### src/rtl/keypad_pkg.sv
`default_nettype none
// ============================================================================
// keypad_pkg : shared types, key map and helpers for the 4x4 keypad scanner
// Revision   : 1.0
// ============================================================================
package keypad_pkg;

   typedef enum logic [1:0] {
      SCAN     = 2'd0,
      DEBOUNCE = 2'd1,
      HOLD     = 2'd2,
      RELEASE  = 2'd3
   } scan_state_t;

   // Indexed [row][col]; row 3 carries the E/0/F/D keys of the bottom line.
   localparam logic [3:0] KEY_MAP [4][4] = '{
      '{4'h1, 4'h2, 4'h3, 4'hA},
      '{4'h4, 4'h5, 4'h6, 4'hB},
      '{4'h7, 4'h8, 4'h9, 4'hC},
      '{4'hE, 4'h0, 4'hF, 4'hD}
   };

   function automatic logic is_onehot(input logic [3:0] v);
      return (v != 4'd0) && ((v & (v - 4'd1)) == 4'd0);
   endfunction

   function automatic logic [1:0] row_index(input logic [3:0] onehot);
      logic [1:0] idx;
      idx = 2'd0;
      for (int i = 0; i < 4; i++) begin
         if (onehot[i]) idx = i[1:0];
      end
      return idx;
   endfunction

endpackage
`default_nettype wire

### src/rtl/sync_2ff.sv
`default_nettype none
// ============================================================================
// sync_2ff : two-flop synchronizer bringing the raw keypad rows into int_osc
// Revision : 1.0
// ============================================================================
module sync_2ff #(
   parameter int WIDTH = 4
) (
   input  logic             int_osc,
   input  logic             nrst,
   input  logic [WIDTH-1:0] d,
   output logic [WIDTH-1:0] q
);

   logic [WIDTH-1:0] meta;

   always_ff @(posedge int_osc or negedge nrst) begin
      if (!nrst) begin
         meta <= '0;
         q    <= '0;
      end else begin
         meta <= d;
         q    <= meta;
      end
   end

endmodule
`default_nettype wire

### src/rtl/keypad_scan_ctrl.sv
`default_nettype none
// ============================================================================
// keypad_scan_ctrl : 4x4 keypad column scanner with press/release debounce
// Revision         : 1.0
// ============================================================================
module keypad_scan_ctrl
   import keypad_pkg::*;
#(
   parameter int SCAN_DIV     = 1000,
   parameter int DEBOUNCE_CNT = 20000
) (
   input  logic       int_osc,
   input  logic       nrst,
   input  logic [3:0] row_d,
   output logic [3:0] column_signals,
   output logic       key_valid,
   output logic [3:0] key_code
);

   localparam int DIV_W = $clog2(SCAN_DIV);
   localparam int DEB_W = $clog2(DEBOUNCE_CNT);
   localparam logic [DIV_W-1:0] DIV_LAST = DIV_W'(SCAN_DIV - 1);
   localparam logic [DEB_W-1:0] DEB_LAST = DEB_W'(DEBOUNCE_CNT - 1);

   scan_state_t      state;
   scan_state_t      next_state;
   logic [3:0]       rs;
   logic [1:0]       col_idx;
   logic [DIV_W-1:0] div_cnt;
   logic [DEB_W-1:0] deb_cnt;
   logic [3:0]       cap_row;
   logic [1:0]       cap_col;

   logic             rs_onehot;
   logic             row_match;
   logic             div_done;
   logic             deb_done;
   logic             capture;
   logic             accept;
   logic             advance_col;

   sync_2ff #(
      .WIDTH (4)
   ) u_row_sync (
      .int_osc (int_osc),
      .nrst    (nrst),
      .d       (row_d),
      .q       (rs)
   );

   assign rs_onehot = is_onehot(rs);
   assign row_match = (rs == cap_row);
   assign div_done  = (div_cnt == DIV_LAST);
   assign deb_done  = (deb_cnt == DEB_LAST);

   assign capture = (state == SCAN) && div_done && rs_onehot;
   assign accept  = (state == DEBOUNCE) && row_match && deb_done;

   // The column moves on only when a slot ends empty, a press aborts, or a
   // release completes; otherwise it stays parked on the captured key.
   assign advance_col = ((state == SCAN)     && div_done && !rs_onehot) ||
                        ((state == DEBOUNCE) && !row_match)             ||
                        ((state == RELEASE)  && !row_match && deb_done);

   always_ff @(posedge int_osc or negedge nrst) begin
      if (!nrst) begin
         state <= SCAN;
      end else begin
         state <= next_state;
      end
   end

   always_comb begin
      next_state = state;
      case (state)
         SCAN: begin
            if (div_done && rs_onehot) next_state = DEBOUNCE;
         end
         DEBOUNCE: begin
            if (!row_match)    next_state = SCAN;
            else if (deb_done) next_state = HOLD;
         end
         HOLD: begin
            if (!row_match) next_state = RELEASE;
         end
         RELEASE: begin
            if (row_match)     next_state = HOLD;
            else if (deb_done) next_state = SCAN;
         end
         default: next_state = SCAN;
      endcase
   end

   always_comb begin
      column_signals = 4'b0001 << col_idx;
   end

   always_ff @(posedge int_osc or negedge nrst) begin
      if (!nrst) begin
         col_idx   <= 2'd0;
         div_cnt   <= '0;
         deb_cnt   <= '0;
         cap_row   <= 4'd0;
         cap_col   <= 2'd0;
         key_valid <= 1'b0;
         key_code  <= 4'h0;
      end else begin
         key_valid <= accept;

         if (accept) begin
            key_code <= KEY_MAP[row_index(cap_row)][cap_col];
         end

         if (advance_col) begin
            col_idx <= col_idx + 2'd1;
         end

         if (capture) begin
            cap_row <= rs;
            cap_col <= col_idx;
         end

         if ((state == SCAN) && !div_done) begin
            div_cnt <= div_cnt + DIV_W'(1);
         end else begin
            div_cnt <= '0;
         end

         // deb_cnt measures a continuous run: matching rows while debouncing
         // a press, non-matching rows while debouncing a release.
         case (state)
            DEBOUNCE: begin
               if (row_match && !deb_done) deb_cnt <= deb_cnt + DEB_W'(1);
               else                        deb_cnt <= '0;
            end
            RELEASE: begin
               if (!row_match && !deb_done) deb_cnt <= deb_cnt + DEB_W'(1);
               else                         deb_cnt <= '0;
            end
            default: deb_cnt <= '0;
         endcase
      end
   end

endmodule
`default_nettype wire

### config.mk
export PLATFORM = sky130hd
export DESIGN_NAME = keypad_scan_ctrl
export DESIGN_NICKNAME = d
export VERILOG_FILES = /design/src/rtl/keypad_pkg.sv /design/src/rtl/sync_2ff.sv /design/src/rtl/keypad_scan_ctrl.sv
export SDC_FILE = /design/constraint.sdc
export NUM_CORES = 1
export LEC_CHECK = 0
export ABC_AREA = 1
export ABC_CLOCK_PERIOD_IN_PS = 2700
export BUFFER_PORTS_ARGS = -buffer_cell sky130_fd_sc_hd__buf_2
export CAP_MARGIN = 20
export CORE_UTILIZATION = 60
export CTS_CLUSTER_SIZE = 8
export DETAILED_ROUTE_END_ITERATION = 16
export GPL_ROUTABILITY_DRIVEN = 0
export PLACE_DENSITY = 0.8
export RECOVER_POWER = 100
export SYNTH_ARGS = -nofsm -noshare
export SYNTH_HDL_FRONTEND = slang
export SYNTH_SLANG_ARGS = --single-unit
### constraint.sdc
create_clock -name int_osc -period 2.7 [get_ports int_osc]
set_clock_uncertainty 0.05 [all_clocks]
set_input_delay 0.27 -clock int_osc [delete_from_list [all_inputs] [get_ports int_osc]]
set_output_delay 0.27 -clock int_osc [all_outputs]
set_load 0.05 [all_outputs]
After elaboration in Yosys (flattened, before gate mapping)
Cells that the tools add are included.

Register bits: 48. Bits of input ports: 6. Output and inout port bits: 9.

Add/sub/neg operators: 4. $lt $le $gt $ge: 2. Eq/ne operators: 10. Shift-type cells: 1. Mux-type cells: 21. Bitwise logic cells: 3. Reductions and logical operators: 23.

Operators by type and width (number): binary-select mux 16 bit (select 2 bit) (1); two-way mux 16 bit (2); two-way mux 15 bit (2); one-hot mux 15 bit (2 select lines) (1); two-way mux 2 bit (9); adder 15 x 1 -> 15 bit, second input constant (1); == test 15 bit, second input constant (1); logical AND 1 bit (13); adder 10 x 1 -> 10 bit, second input constant (1); == test 10 bit, second input constant (1); two-way mux 10 bit (1); binary-select mux 4 bit (select 2 bit) (1); two-way mux 4 bit (2); one-hot mux 2 bit (4 select lines) (1); greater-or-equal comparator 3 bit, second input constant (2); != test 3 bit, second input constant (2); inverter 2 -> 3 bit (2); bitwise AND 4 bit (1); == test 2 bit, second input constant (2); == test 4 bit (1); zero test 1 bit (4); zero test 4 bit (1); AND reduction 4 bit (1); nonzero test 4 bit (1); 9 further kinds (10).

Logic depth before layout (Yosys ltp)
Word-level depth: 11. Mapped depth: 11. Mapped depth without buffers: 11.

Cells and area by module
From an unflattened synthesis, not the netlist that was laid out.

Cell total of the unflattened synthesis: 306. Area total of the unflattened synthesis: 2553.7 um2.

By module, submodules not included: keypad_scan_ctrl (instances 1, cells each 298, area an instance 2353.5 um2, sequential area each 1001.0 um2); sync_2ff (instances 1, cells each 8, area an instance 200.2 um2, sequential area each 200.2 um2).

Worst setup path after synthesis
No wires, ideal clock.

Path kind: flip-flop to flip-flop. From: register deb_cnt[0]. To: register deb_cnt[9]. Library setup time: 0.126 ns. Data arrival time: 1.278 ns. Path slack: 1.247 ns. Cell stages (with the launch flop): 9. Path through: dfrtp_1 ha_1 nand2_1 nor2_4 nand2_1 nand3b_4 nand2_4 buf_12 nor2_4.

Word-level cells in the longest chain between the ends: 5. Elaborated cells on any way between the ends: 8. Those cells by class: add/sub: 1; eq/ne: 1; mux: 3; reduce/logical: 3.

Ends and longest elaborated chain: start, declared (line keypad_scan_ctrl.sv:30) `logic [DEB_W-1:0] deb_cnt;`; start signal, assigned (line keypad_scan_ctrl.sv:133) `if (row_match && !deb_done) deb_cnt <= deb_cnt + DEB_W'(1);`; start signal, assigned (line keypad_scan_ctrl.sv:137) `if (!row_match && !deb_done) deb_cnt <= deb_cnt + DEB_W'(1);`; branches (longest 4 deep; another with adder 15 x 1 -> 15 bit); one-hot mux 15 bit (2 select lines) * (line keypad_scan_ctrl.sv:131) `case (state)`.

Mark *: on every way between the ends. A chain may end at the register's enable or synchronous reset.

Worst setup path after layout
From: register col_idx[0]. To: output port column_signals[0].

Word-level cells in the longest chain between the ends: 1.

Ends and longest elaborated chain: start, declared (line keypad_scan_ctrl.sv:28) `logic [1:0] col_idx;`; start signal, assigned (line keypad_scan_ctrl.sv:115) `col_idx <= col_idx + 2'd1;`; << shifter 1 x 2 -> 4 bit (line keypad_scan_ctrl.sv:95) `column_signals = 4'b0001 << col_idx;`; end, declared (line keypad_scan_ctrl.sv:15) `output logic [3:0] column_signals,`.

No other way between the ends.

==> run_results.csv <==
group,metric,value,unit
routing,viasPerCell,5.280,
setup_path,cp-end-kind,"output pin",
finish,drive_gt1_share,10.67,%
yosys,synth_edf_count,0,
run,maxCapViolations,0,
yosys,syn-cell-area,0.002554,mm^2
floorplan,rows,23,
sta,fin_crit_sh,68.65,%
grt,grt_max_degree,49,
clock_tree,cts_resized,0,
yosys,ys_seq_elements,48,
routing,drc_errors,0,
yosys,synth_fp_nets,318,
yosys,synthesis.instances,306,
setup_path,cpPeakStageDelay,0.47,ns
floorplan,die_h,67.24,um
yosys,avgSynthCellArea,8.345,um^2
clock_tree,cts_inserted_buffers,5,
sta,slew_violations,0,
grt,antenna_found_initial,0,
setup_path,cp-start-kind,"flip-flop",
setup_path,path_max_fanout,4,
finish,final_util,68.33,%
power_and_ir_drop,p_per_area,529.4,mW/mm^2
grt,grt_pass1_vias,1832,
sta,rsz0062_at_grt,"no",
floorplan,initial_core_util,62.94,%
sta,finalSetupViolCount,0,
setup_path,startpoint,"col_idx[0]",
sta,hold_ws,0.01808,ns
routing,wl,4585,um
routing,drtIter0Drc,100,
setup_path,slowest_stage,"clkbuf_1",
clock_tree,cts_buffer_depth,2,
sta,hold_viol_final,0,
setup_path,cp.arrival,1.53,ns
sta,min_period,1.854,ns
clock_tree,clk_pin_slew,0.09,ns
routing,num_vias,1996,
grt,grt-ovfl-total,0,
grt,grtUsageTotal,23.38,%
yosys,dominantRegCellSynth,"dfrtp_1",
finish,diodes,0,
place,io_buffer_count,14,
min_path,holdCritStartpoint,"row_d[3]",
finish,area_growth,8.574,%
grt,grt_pass1_wl,7817,um
routing,dr.pass1.iters,4,
clock_tree,cts_tree,"done",
outcome,status,"complete, no violations",
finish,design_area,0.002773,mm^2
floorplan,io-pin-count,15,
power_and_ir_drop,ir_worst_vdd,358.0,uV
floorplan,fp.coreArea,0.004058,mm^2
yosys,ys_async_sr_fraction,100.0,%
yosys,ys_types,34,
finish,final_nets,339,
setup_path,endpoint,"column_signals[0]",
sta,relSlewSlack,26.98,%
clock_tree,insertion_delay,0.30,ns
sta,tns,0,ns
sta,max_freq,539.5,MHz
finish,fill_cells,348,
yosys,yosysWarnings,0,
power_and_ir_drop,p_leak,0.001394,uW
sta,worst_pin_slew,1.095,ns
floorplan,die_x,67.24,um
clock_tree,cts.sinks,48,
place,place_area,0.002661,mm^2
clock_tree,clockRootBuffer,"clkbuf_8",
setup_path,required,2.38,ns
clock_tree,h-tree-depth,2,
place,place_hpwl,3337,um
routing,ant_nets,0,
clock_tree,cts_setup_buffers,0,
routing,avgRoutedWirePerCell,12.13,um
setup_path,rrSetupSlack,0.90,ns
min_path,worstHoldPathType,"in -> reg",
setup_path,critPathKind,"reg -> out",
yosys,ys_seq_area_share,47.04,%
floorplan,die_area,0.004521,mm^2
setup_path,r2r-start,"deb_cnt[5]",
setup_path,reg2reg_depth,8,
setup_path,cp_cell_sequence,"inv_1, ha_1, clkbuf_1",
## state kept, by name, summed over array words and instances, names as in the netlist, named ones only
name	flops
deb_cnt	15
div_cnt	10
cap_row	4
key_code	4
u_row_sync.meta	4
u_row_sync.q	4
cap_col	2
col_idx	2
key_valid	1
state	1
## worst max-delay path: cells and delay by family (launching register included)
kind / cells / cell delay, ns
buf+inv: 2 / 0.62
fa+ha+maj: 1 / 0.18
flops: 1 / 0.43
## per-stage QoR
stage	total power [uW]	std cells	worst slack, ns
2_1_floorplan	756.2	306	1.247
3_3_place_gp	775.6	368	1.067
3_5_place_dp	777.1	368	0.9790
4_1_cts	1481	376	0.9648
5_1_grt	1513	378	0.6778
6_report	1468	378	0.8465
## kinds of logic after synthesis
kind of cell / after synthesis / share of synthesized area [%]
buf+inv: 48 / 7.741
xor+xnor: 5 / 1.715
simple gates: 169 / 34.05
compound gates: 30 / 6.516
fa+ha+maj: 6 / 2.940
flops: 48 / 47.04
## cell usage after synthesis, types with 2 or more instances
cell,instances,share of area [%]
a21oi_1,5,0.98
nand2_1,70,10
ha_1,6,2.9
nand4_1,3,0.74
nor2_2,9,2.2
o211ai_1,2,0.59
inv_1,40,5.9
nor3_2,2,0.78
nor3b_1,5,1.5
nor2_1,32,4.7
xor2_1,5,1.7
dfrtp_1,48,47
nor2_4,5,2.2
nand2_2,6,1.5
nand3_2,2,0.78
nand3_1,16,3.1
nor3_1,11,2.2
inv_2,6,0.88
o21ai_1,4,0.78
o21ai_0,15,2.9
## routing by layer
metal / up-vias / wire, um / track usage [%]
met5: - / 0 / 0
met4: 0 / 83 / 8.511
met3: 8 / 181 / 5.574
met2: 43 / 2257 / 41.00
met1: 933 / 2062 / 27.64
li1: 1012 / - / -
## worst min path at each step
stage	end	cells after the start
floorplan	asynchronous set/reset pin	0
global placement	u_row_sync.q[2]	0
detailed placement	u_row_sync.q[1]	0
CTS	u_row_sync.meta[3]	1
global route	u_row_sync.meta[3]	1
finish	u_row_sync.meta[3]	1
## layout by cell type, fill, tap and decap left out, drive strengths merged, types with 2 or more instances in the layout
cell / Yosys / layout
o211ai: 2 / 2
ha: 6 / 6
xor2: 5 / 5
nand3: 18 / 18
inv: 46 / 46
o21ai: 19 / 19
nand3b: 3 / 3
nand2: 77 / 77
dfrtp: 48 / 48
buf: 2 / 5
nand4: 4 / 4
nor2: 47 / 47
nor3: 14 / 14
clkbuf: 0 / 15
a21oi: 5 / 5
bufinv: 0 / 3
nor3b: 5 / 5
## report_power, final
part           leakage [uW]  internal, uW  switching, uW
sequential         0.000638           724           3.58
combinational      0.000678          12.1           26.1
clock             0.0000784           463            239
total               0.00139          1200            269
## area by class of cell
type | instances | area [um^2] | area share (%)
multi-input combinational | 210 | 1090 | 39.31
sequential | 48 | 1201 | 43.32
clock inverter | 3 | 90.09 | 3.249
clock buffer | 5 | 68.82 | 2.482
tap | 50 | 62.56 | 2.256
inverter | 46 | 172.7 | 6.227
timing repair buffer | 16 | 87.58 | 3.159
## timing repair
action                                  CTS  global route
hold buffers                              0             1
endpoints found under the hold margin     0            18
endpoints found under the setup margin    0             0
Note: power is estimated with default switching activity, not from simulation.
